**src/rtl/batch_stream.sv**
```systemverilog
// Host-side stream engine: reads per-sample source words from a buffer, streams them out as src beats,
// then writes the returned dst beats back. Optional sticky protocol-error output under BATCH_STREAM_ERR_EN.
module batch_stream #(
  parameter int unsigned DW = 32,
  parameter int unsigned AW = 16,
  localparam int unsigned SW = 12,
  localparam int unsigned NW = 8
) (
  input  logic          clk,
  input  logic          rst,
  input  logic          start,
  input  logic [SW-1:0] ss,
  input  logic [SW-1:0] ds,
  input  logic [NW-1:0] nb,
  input  logic [AW-1:0] src_base,
  input  logic [AW-1:0] dst_base,
  output logic          rd_en,
  output logic [AW-1:0] rd_addr,
  input  logic [DW-1:0] rd_data,
  output logic          src_valid,
  output logic [DW-1:0] src_data,
  output logic          src_last,
  input  logic          src_ready,
  input  logic          dst_valid,
  input  logic [DW-1:0] dst_data,
  output logic          dst_ready,
  output logic          wr_en,
  output logic [AW-1:0] wr_addr,
  output logic [DW-1:0] wr_data,
  output logic          busy,
  output logic          done
`ifdef BATCH_STREAM_ERR_EN
  ,
  output logic          err
`endif
);

  typedef enum logic [1:0] {IDLE, SEND, RECV, DONE} state_t;

  state_t        state, state_nx;
  logic [SW-1:0] ss_q, ds_q, rcnt, dcnt;
  logic [NW-1:0] nb_q, sample;
  logic [AW-1:0] rptr, wptr;
  logic          reads_done, inflight, inflight_last;
  logic [1:0]    cnt;
  logic [DW-1:0] fifo1_data;
  logic          fifo1_last;
  logic [1:0]    occ_c;
  logic          pop_c, issue_c, acc_c, last_dst_c, go_c;

  // Occupancy after this cycle's pop: FIFO entries plus the read still in flight.
  assign pop_c      = src_valid & src_ready;
  assign occ_c      = cnt + 2'(inflight) - 2'(pop_c);
  assign issue_c    = (state == SEND) && !reads_done && (occ_c < 2'd2);
  assign rd_en      = issue_c;
  assign rd_addr    = rptr;
  assign dst_ready  = (state == RECV);
  assign acc_c      = dst_valid & dst_ready;
  assign last_dst_c = acc_c && (dcnt == ds_q);
  assign go_c       = (state == IDLE) && start;

  always_ff @(posedge clk or posedge rst) begin
    if (rst) state <= IDLE;
    else     state <= state_nx;
  end

  always_comb begin
    state_nx = state;
    case (state)
      IDLE: if (start) state_nx = SEND;
      SEND: if (pop_c && src_last) state_nx = RECV;
      RECV: if (last_dst_c) state_nx = (sample == nb_q) ? DONE : SEND;
      DONE: state_nx = IDLE;
      default: state_nx = IDLE;
    endcase
  end

  always_ff @(posedge clk or posedge rst) begin
    if (rst) begin
      ss_q          <= '0;
      ds_q          <= '0;
      nb_q          <= '0;
      rcnt          <= '0;
      dcnt          <= '0;
      sample        <= '0;
      rptr          <= '0;
      wptr          <= '0;
      reads_done    <= 1'b0;
      inflight      <= 1'b0;
      inflight_last <= 1'b0;
      cnt           <= '0;
      fifo1_data    <= '0;
      fifo1_last    <= 1'b0;
      src_valid     <= 1'b0;
      src_data      <= '0;
      src_last      <= 1'b0;
      wr_en         <= 1'b0;
      wr_addr       <= '0;
      wr_data       <= '0;
      busy          <= 1'b0;
      done          <= 1'b0;
    end else begin
      if (go_c) begin
        ss_q       <= ss;
        ds_q       <= ds;
        nb_q       <= nb;
        rptr       <= src_base;
        wptr       <= dst_base;
        sample     <= '0;
        rcnt       <= '0;
        dcnt       <= '0;
        reads_done <= 1'b0;
      end

      if (issue_c) begin
        rptr <= rptr + AW'(1);
        rcnt <= rcnt + SW'(1);
        if (rcnt == ss_q) reads_done <= 1'b1;
      end
      inflight      <= issue_c;
      inflight_last <= issue_c && (rcnt == ss_q);

      // Two-entry FIFO: src_data/src_last form the head, fifo1 the second slot.
      case ({inflight, pop_c})
        2'b10: begin
          src_valid <= 1'b1;
          if (cnt == 2'd0) begin
            src_data <= rd_data;
            src_last <= inflight_last;
            cnt      <= 2'd1;
          end else begin
            fifo1_data <= rd_data;
            fifo1_last <= inflight_last;
            cnt        <= 2'd2;
          end
        end
        2'b01: begin
          if (cnt == 2'd2) begin
            src_data <= fifo1_data;
            src_last <= fifo1_last;
            cnt      <= 2'd1;
          end else begin
            src_valid <= 1'b0;
            src_last  <= 1'b0;
            cnt       <= 2'd0;
          end
        end
        2'b11: begin
          if (cnt == 2'd1) begin
            src_data <= rd_data;
            src_last <= inflight_last;
          end else begin
            src_data   <= fifo1_data;
            src_last   <= fifo1_last;
            fifo1_data <= rd_data;
            fifo1_last <= inflight_last;
          end
        end
        default: ;
      endcase

      wr_en <= acc_c;
      if (acc_c) begin
        wr_addr <= wptr;
        wr_data <= dst_data;
        wptr    <= wptr + AW'(1);
        dcnt    <= dcnt + SW'(1);
      end
      // End of a sample's results: rearm the read side for the next sample.
      if (last_dst_c) begin
        dcnt <= '0;
        if (sample != nb_q) begin
          sample     <= sample + NW'(1);
          rcnt       <= '0;
          reads_done <= 1'b0;
        end
      end

      busy <= (state_nx != IDLE);
      done <= (state_nx == DONE);
    end
  end

`ifdef BATCH_STREAM_ERR_EN
  logic src_ready_q, xfer_q, viol_c;

  assign viol_c = (dst_valid && (state != RECV)) ||
                  (src_valid && src_ready_q && !src_ready && !xfer_q);

  // Sticky error; an accepted start clears it.
  always_ff @(posedge clk or posedge rst) begin
    if (rst) begin
      src_ready_q <= 1'b0;
      xfer_q      <= 1'b0;
      err         <= 1'b0;
    end else begin
      src_ready_q <= src_ready;
      xfer_q      <= pop_c;
      if (go_c)        err <= 1'b0;
      else if (viol_c) err <= 1'b1;
    end
  end
`endif

endmodule

```
**config.mk**
```make
export PLATFORM = sky130hd
export DESIGN_NAME = batch_stream
export DESIGN_NICKNAME = d
export VERILOG_FILES = /design/src/rtl/batch_stream.sv
export SDC_FILE = /design/constraint.sdc
export NUM_CORES = 1
export LEC_CHECK = 0
export CAP_MARGIN = 5
export CORE_MARGIN = 3
export CORE_UTILIZATION = 37
export DETAILED_ROUTE_END_ITERATION = 7
export GPL_TIMING_DRIVEN = 0
export SLEW_MARGIN = 20
export SYNTH_ARGS = -nofsm -noshare
export SYNTH_HDL_FRONTEND = slang
export SYNTH_SLANG_ARGS = --single-unit
```
**constraint.sdc**
```tcl
create_clock -name clk -period 11.5 [get_ports clk]
set_input_delay 2.3 -clock clk [delete_from_list [all_inputs] [get_ports clk]]
set_output_delay 2.3 -clock clk [all_outputs]
set_load 0.005 [all_outputs]
```
==> results of run 1 <==
[final timing paths]
| check | start | to | slack (ns) | cells past startpoint |
|---|---|---|---|---|
| worst max register to register | cnt[0] | rd_addr[8] | 8.56 | 9 |
| min in group asynchronous | rst | wr_data[15] | 2.21 | 2 |
| worst min-delay path | wr_data[19] | wr_data[19] | 0.47 | 2 |
| worst min register to register | wr_data[19] | wr_data[19] | 0.47 | 2 |
| max in group asynchronous | rst | wptr[4] | 8.45 | 3 |
| worst max-delay path | src_ready | rd_en | 3.98 | 10 |
[cell usage after synthesis (3+ instances only)]
| master | instances | area (um^2) |
|---|---|---|
| nand2_1 | 334 | 1254 |
| dfrtp_1 | 221 | 5530 |
| o21ai_0 | 58 | 290.3 |
| clkbuf_1 | 44 | 165.2 |
| mux2_2 | 35 | 394.1 |
| a22oi_1 | 34 | 255.2 |
| nand3_1 | 33 | 165.2 |
| nor2_1 | 29 | 108.9 |
| xnor2_1 | 27 | 236.5 |
| a21oi_1 | 20 | 100.1 |
| nand4_1 | 20 | 125.1 |
| nor3_1 | 16 | 80.08 |
| xor2_1 | 14 | 122.6 |
| inv_1 | 12 | 45.04 |
| o311ai_0 | 12 | 105.1 |
| o211ai_1 | 11 | 82.58 |
| buf_1 | 10 | 37.54 |
| ha_1 | 10 | 125.1 |
| and3_1 | 9 | 56.30 |
| or4_1 | 9 | 67.56 |
| buf_2 | 8 | 40.04 |
| mux2i_1 | 8 | 80.08 |
| a21o_1 | 7 | 52.55 |
| a31oi_1 | 7 | 43.79 |
| nor4_1 | 7 | 43.79 |
| o22ai_1 | 7 | 43.79 |
| a221o_1 | 6 | 60.06 |
| o31ai_1 | 6 | 45.04 |
| a311oi_1 | 4 | 35.03 |
| and4_1 | 3 | 26.28 |
| or3_1 | 3 | 18.77 |
[metrics by stage]
stage | std cells | util | setup TNS (ns)
2_1_floorplan | 1057 | - | 0
3_3_place_gp | 1627 | 0.4870 | -32.86
3_5_place_dp | 1629 | 0.4894 | 0
4_1_cts | 1674 | 0.5223 | 0
5_1_grt | 1674 | 0.5223 | 0
6_report | 1674 | 0.5223 | 0
[state kept, by name, summed over array words and instances (netlist names), 8 cells and up]
signal      cells
dcnt           12
ds_q           12
fifo1_data     32
nb_q            8
rcnt           12
rd_addr        16
sample          8
src_data       32
ss_q           12
wptr           16
wr_addr        16
wr_data        32
[worst reg2reg max path: stages, from the launching register on]
cell,delay [ns]
dfrtp_1,0.32
clkbuf_1,0.31
inv_1,0.13
ha_1,0.31
nor2b_1,0.25
xor2_1,0.35
nand2_1,0.31
clkbuf_1,0.32
o311ai_0,0.39
nand3_1,0.12
[cell families after synthesis]
logic type,Yosys count,share of synthesized area
adders and majority gates,10,0.01235
AOI/OAI and AO/OA,186,0.1219
muxes,43,0.04679
and+or+nand+nor,479,0.2041
DFF,221,0.5457
xor gates and xnor gates,43,0.03975
buffers and inverters,75,0.02951
[area by class of cell]
class | count | area, um^2
buffer | 63 | 254.0
timing repair buffer | 237 | 2407
sequential | 221 | 5530
multi-input combinational | 761 | 4305
clock buffer | 37 | 783.3
tap | 335 | 419.2
clock inverter | 8 | 90.09
inverter | 12 | 52.55
fill | 2498 | 12660
[per-layer routing]
layer,wire length (um),up-vias
met5,0,-
met4,491,0
met3,1497,35
met2,14230,234
met1,12380,4208
li1,-,4199
[power breakdown]
part	internal [uW]	switching [uW]	leakage, uW
Clock	514	321	0.000438
Combinational	680	676	0.00281
Sequential	1090	215	0.00280
==> results.toml, run 1 <==
[status]
status = "finished, final reports clean"

[grt]
antenna_found_initial = 0
grt_pass1_wl_mm = 45.80
grt_max_degree = 95
overflow = 0
grtUsageTotal = 0.1908
gr-usage-met3 = 0.03103
grt_most_used_layer = "met2"
grtUsageMet2 = 0.3297
grt_pass1_vias = 8639
grtUsageMet1 = 0.2549

[finish]
nNetsFinal = 1465
layout_commonest_cell = "nand2_1"
antenna_cells = 0
final_cell_mix = "nand2_1 (334), clkdlybuf4s50_1 (235), dfrtp_1 (221)"
drive_gt1_frac = 0.07244
finalInstanceArea_um2 = 13840
syn2layout_area_growth_pct = 36.58

[floorplanning]
io_pins = 236
die_w_um = 171.5
die_area_um2 = 29410
placementRows = 59
core-area_um2 = 26500
fp.dieH_um = 171.5
start_util = 0.3824

[clocking]
hold_buffers = 0
cts_setup_buffers = 0
path_clk_slew_ns = 0.06
cts_root_buffer = "clkbuf_16"
cts_buffer_depth = 3
clock-sinks = 221
clock_latency_ns = 0.52
htree_levels = 1
cts_inserted_buffers = 26
tritoncts = "yes"
cts_resized = 0

[worst_hold_path]
hold_path.class = "reg -> reg"

[placement]
place_hpwl_mm = 20.62
dp_slack_ns = 3.991
port_buffers = 235
dpl_cell_area_um2 = 12970
gp_congestion = 0.8583

[critical_path]
cp-start-kind = "input pin"
worstPathArrival_ns = 5.22
crit_slowest_cell = "clkdlybuf4s50_1"
cp_data_required_time_ns = 9.20
crit_buf_inv = 5
cpPeakStageDelay_ns = 0.56
crit_chain = "clkdlybuf4s50_1 > nand2_1 > inv_1 > ha_1 > nor2b_1 > xor2_1 > nand2_1 > inv_1 > buf_2 > clkdlybuf4s50_1"
worstSetupEndpointType = "primary output"
crit_family = "buffers and inverters"
critPathKind = "in -> out"
worst-path-max-fanout = 11

[detailed_routing]
drt-total-wl_mm = 28.59
dr_total_vias = 8676
ant_nets = 0
firstDrtPassIters = 5
routedWlPerCell_um = 17.08
first_iter_violations = 642
drc_errors = 0
routed_via_density = 5.183

[timing]
fin_crit_sh = 0.6537
worst_pin_slew_ns = 0.7474
hold_ws_ns = 0.4706
hold_viol = 0
rsz0062_at_grt = "no"
clock_skew_ns = 0.009746
setup_viol = 0
final.setup.worst_slack_ns = 3.983
drv_slew = 0
fin_crit_ns = 7.517
slew_headroom = 0.4984
fmax_mhz = 133.0

[pwr]
peakVddDrop_mv = 0.1283
p_per_area_nw_per_um2 = 252.3
p_leak_uw = 0.006053
power_uw = 3493

[synth]
yosysSeqAreaShare = 0.5457
synth_cells = 1057
synth-edff-count = 0
syn_nets = 1200
synth.distinct_cells = 58
syn_area_per_cell_um2 = 9.588
synth_top_flop_cell = "dfrtp_1"
ys_warn_count = 0
ys_seq_elements = 221
syn_area_um2 = 10130
synthArstFlopShare = 1.000

[job]
drv_cap = 0
(Power assumes the default switching activity.)
==> run 2, diff against run 1 <==
clock period = 6.34 ns   (was 11.5 ns; I/O delays follow)
==> run 2 against run 1 <==
Compared with the run above:
- clock power up 82%
- highest routed layer unchanged
- sequential power up 82%
- largest power group unchanged
- routed wire length down 1.2%
- critical path depth unchanged
==> results.toml, run 2 (same netlist as run 1, synthesis figures left out) <==
[detailed_routing]
drt-total-wl_mm = 28.25
first_iter_violations = 583
drc_errors = 0
ant_nets = 0
routed_via_density = 5.136
dr_total_vias = 8629
firstDrtPassIters = 5
routedWlPerCell_um = 16.82

[finish]
drive_gt1_frac = 0.07881
nNetsFinal = 1470
finalInstanceArea_um2 = 13950
final_cell_mix = "nand2_1 (334), clkdlybuf4s50_1 (235), dfrtp_1 (221)"
syn2layout_area_growth_pct = 37.61
stdcell_count = 1680
antenna_cells = 0
layout_commonest_cell = "nand2_1"
top_regs = "fifo1_data: 32 flops, src_data: 32 flops, wr_data: 32 flops"

[placement]
port_buffers = 235
gp_congestion = 0.8690
place_hpwl_mm = 20.73
dpl_cell_area_um2 = 13080
dp_cells = 1635

[timing]
hold_viol = 0
rsz0062_at_grt = "no"
fin_crit_ns = 5.450
worst_pin_slew_ns = 0.8192
tns_ns = 0
drv_slew = 0
clock_skew_ns = 0.01015
hold_ws_ns = 0.4719
slew_headroom = 0.4539
fmax_mhz = 183.5
fin_crit_sh = 0.8596
setup_viol = 0

[floorplanning]
die_w_um = 171.5
io_pins = 236
core-area_um2 = 26500
die_area_um2 = 29410
fp.dieH_um = 171.5
start_util = 0.3824
placementRows = 59

[clocking]
hold_buffers = 0
cts_root_buffer = "clkbuf_16"
tritoncts = "yes"
htree_levels = 1
path_clk_slew_ns = 0.06
cts_setup_buffers = 0
cts_buffer_depth = 3
clock-sinks = 221
cts_resized = 0
clock_latency_ns = 0.52
cts_inserted_buffers = 25

[pwr]
p_per_area_nw_per_um2 = 454.8
peakVddDrop_mv = 0.2244
power_uw = 6343
pwr-share-clk = 0.239
switching_share = 0.3479
p_leak_uw = 0.006098
p_comb_frac = 0.388
pwr-share-seq = 0.372
p_sw_uw = 2207
internal-power_uw = 4136

[grt]
grtUsageTotal = 0.1903
overflow = 0
grt_pass1_vias = 8716
antenna_found_initial = 0
grt_max_degree = 33
grt_pass1_wl_mm = 45.64

[critical_path]
worstPathArrival_ns = 4.18
critPathKind = "in -> out"
worst-path-max-fanout = 11
worstSetupEndpointType = "primary output"
cp_data_required_time_ns = 5.07
cp-start-kind = "input pin"

[job]
drv_cap = 0

[worst_hold_path]
hold_path.class = "reg -> reg"

[status]
status = "finished, final reports clean"
run 2: final timing paths:
check	from	to	slack, ns	cells past startpoint
worst max-delay path	src_ready	rd_en	0.89	10
worst min-delay path	wr_data[16]	wr_data[16]	0.47	2
worst max register to register	cnt[0]	rd_addr[7]	3.44	9
worst min register to register	wr_data[16]	wr_data[16]	0.47	2
max in group asynchronous	rst	wr_data[9]	4.30	5
min in group asynchronous	rst	rd_addr[3]	1.12	2
run 2: critical path, stage by stage:
cell and delay [ns]:
clkdlybuf4s50_1 0.47, nand2_1 0.09, inv_1 0.14, ha_1 0.24
nor2b_1 0.26, xor2_1 0.32, nand2_1 0.31, inv_1 0.21
buf_2 0.31, clkdlybuf4s50_1 0.57
run 2: cell type report:
type,instances,area [um^2]
fill,2461,12560
sequential,221,5530
multi-input combinational,761,4305
timing repair buffer,243,2520
clock buffer,32,721.9
tap,335,419.2
buffer,63,254.0
clock inverter,13,146.4
inverter,12,48.80
run 2: routing by layer:
layer	vias to the layer above	global-route usage	share of wire
met3	38	0.03218	0.056
li1	4201	-	-
met5	-	0	0
met2	236	0.3228	0.48
met1	4154	0.2552	0.44
met4	0	0.04759	0.019
run 2: metrics by stage:
| stage | worst slack, ns | utilization |
|---|---|---|
| 3_5_place_dp | 0.9215 | 0.4935 |
| 6_report | 0.8900 | 0.5262 |
| 2_1_floorplan | 2.190 | - |
| 4_1_cts | 0.8953 | 0.5262 |
| 5_1_grt | 0.6549 | 0.5262 |
| 3_3_place_gp | 0.2320 | 0.4871 |
run 2: power groups by stage:
stage               clock network, uW  logic, uW  registers [uW]
finish                           1520       2460            2360
global placement                    0       2440            2370
CTS                              1560       2490            2370
detailed placement                  0       2480            2380
floorplan                           0       1380            2330
global route                     1620       2770            2440
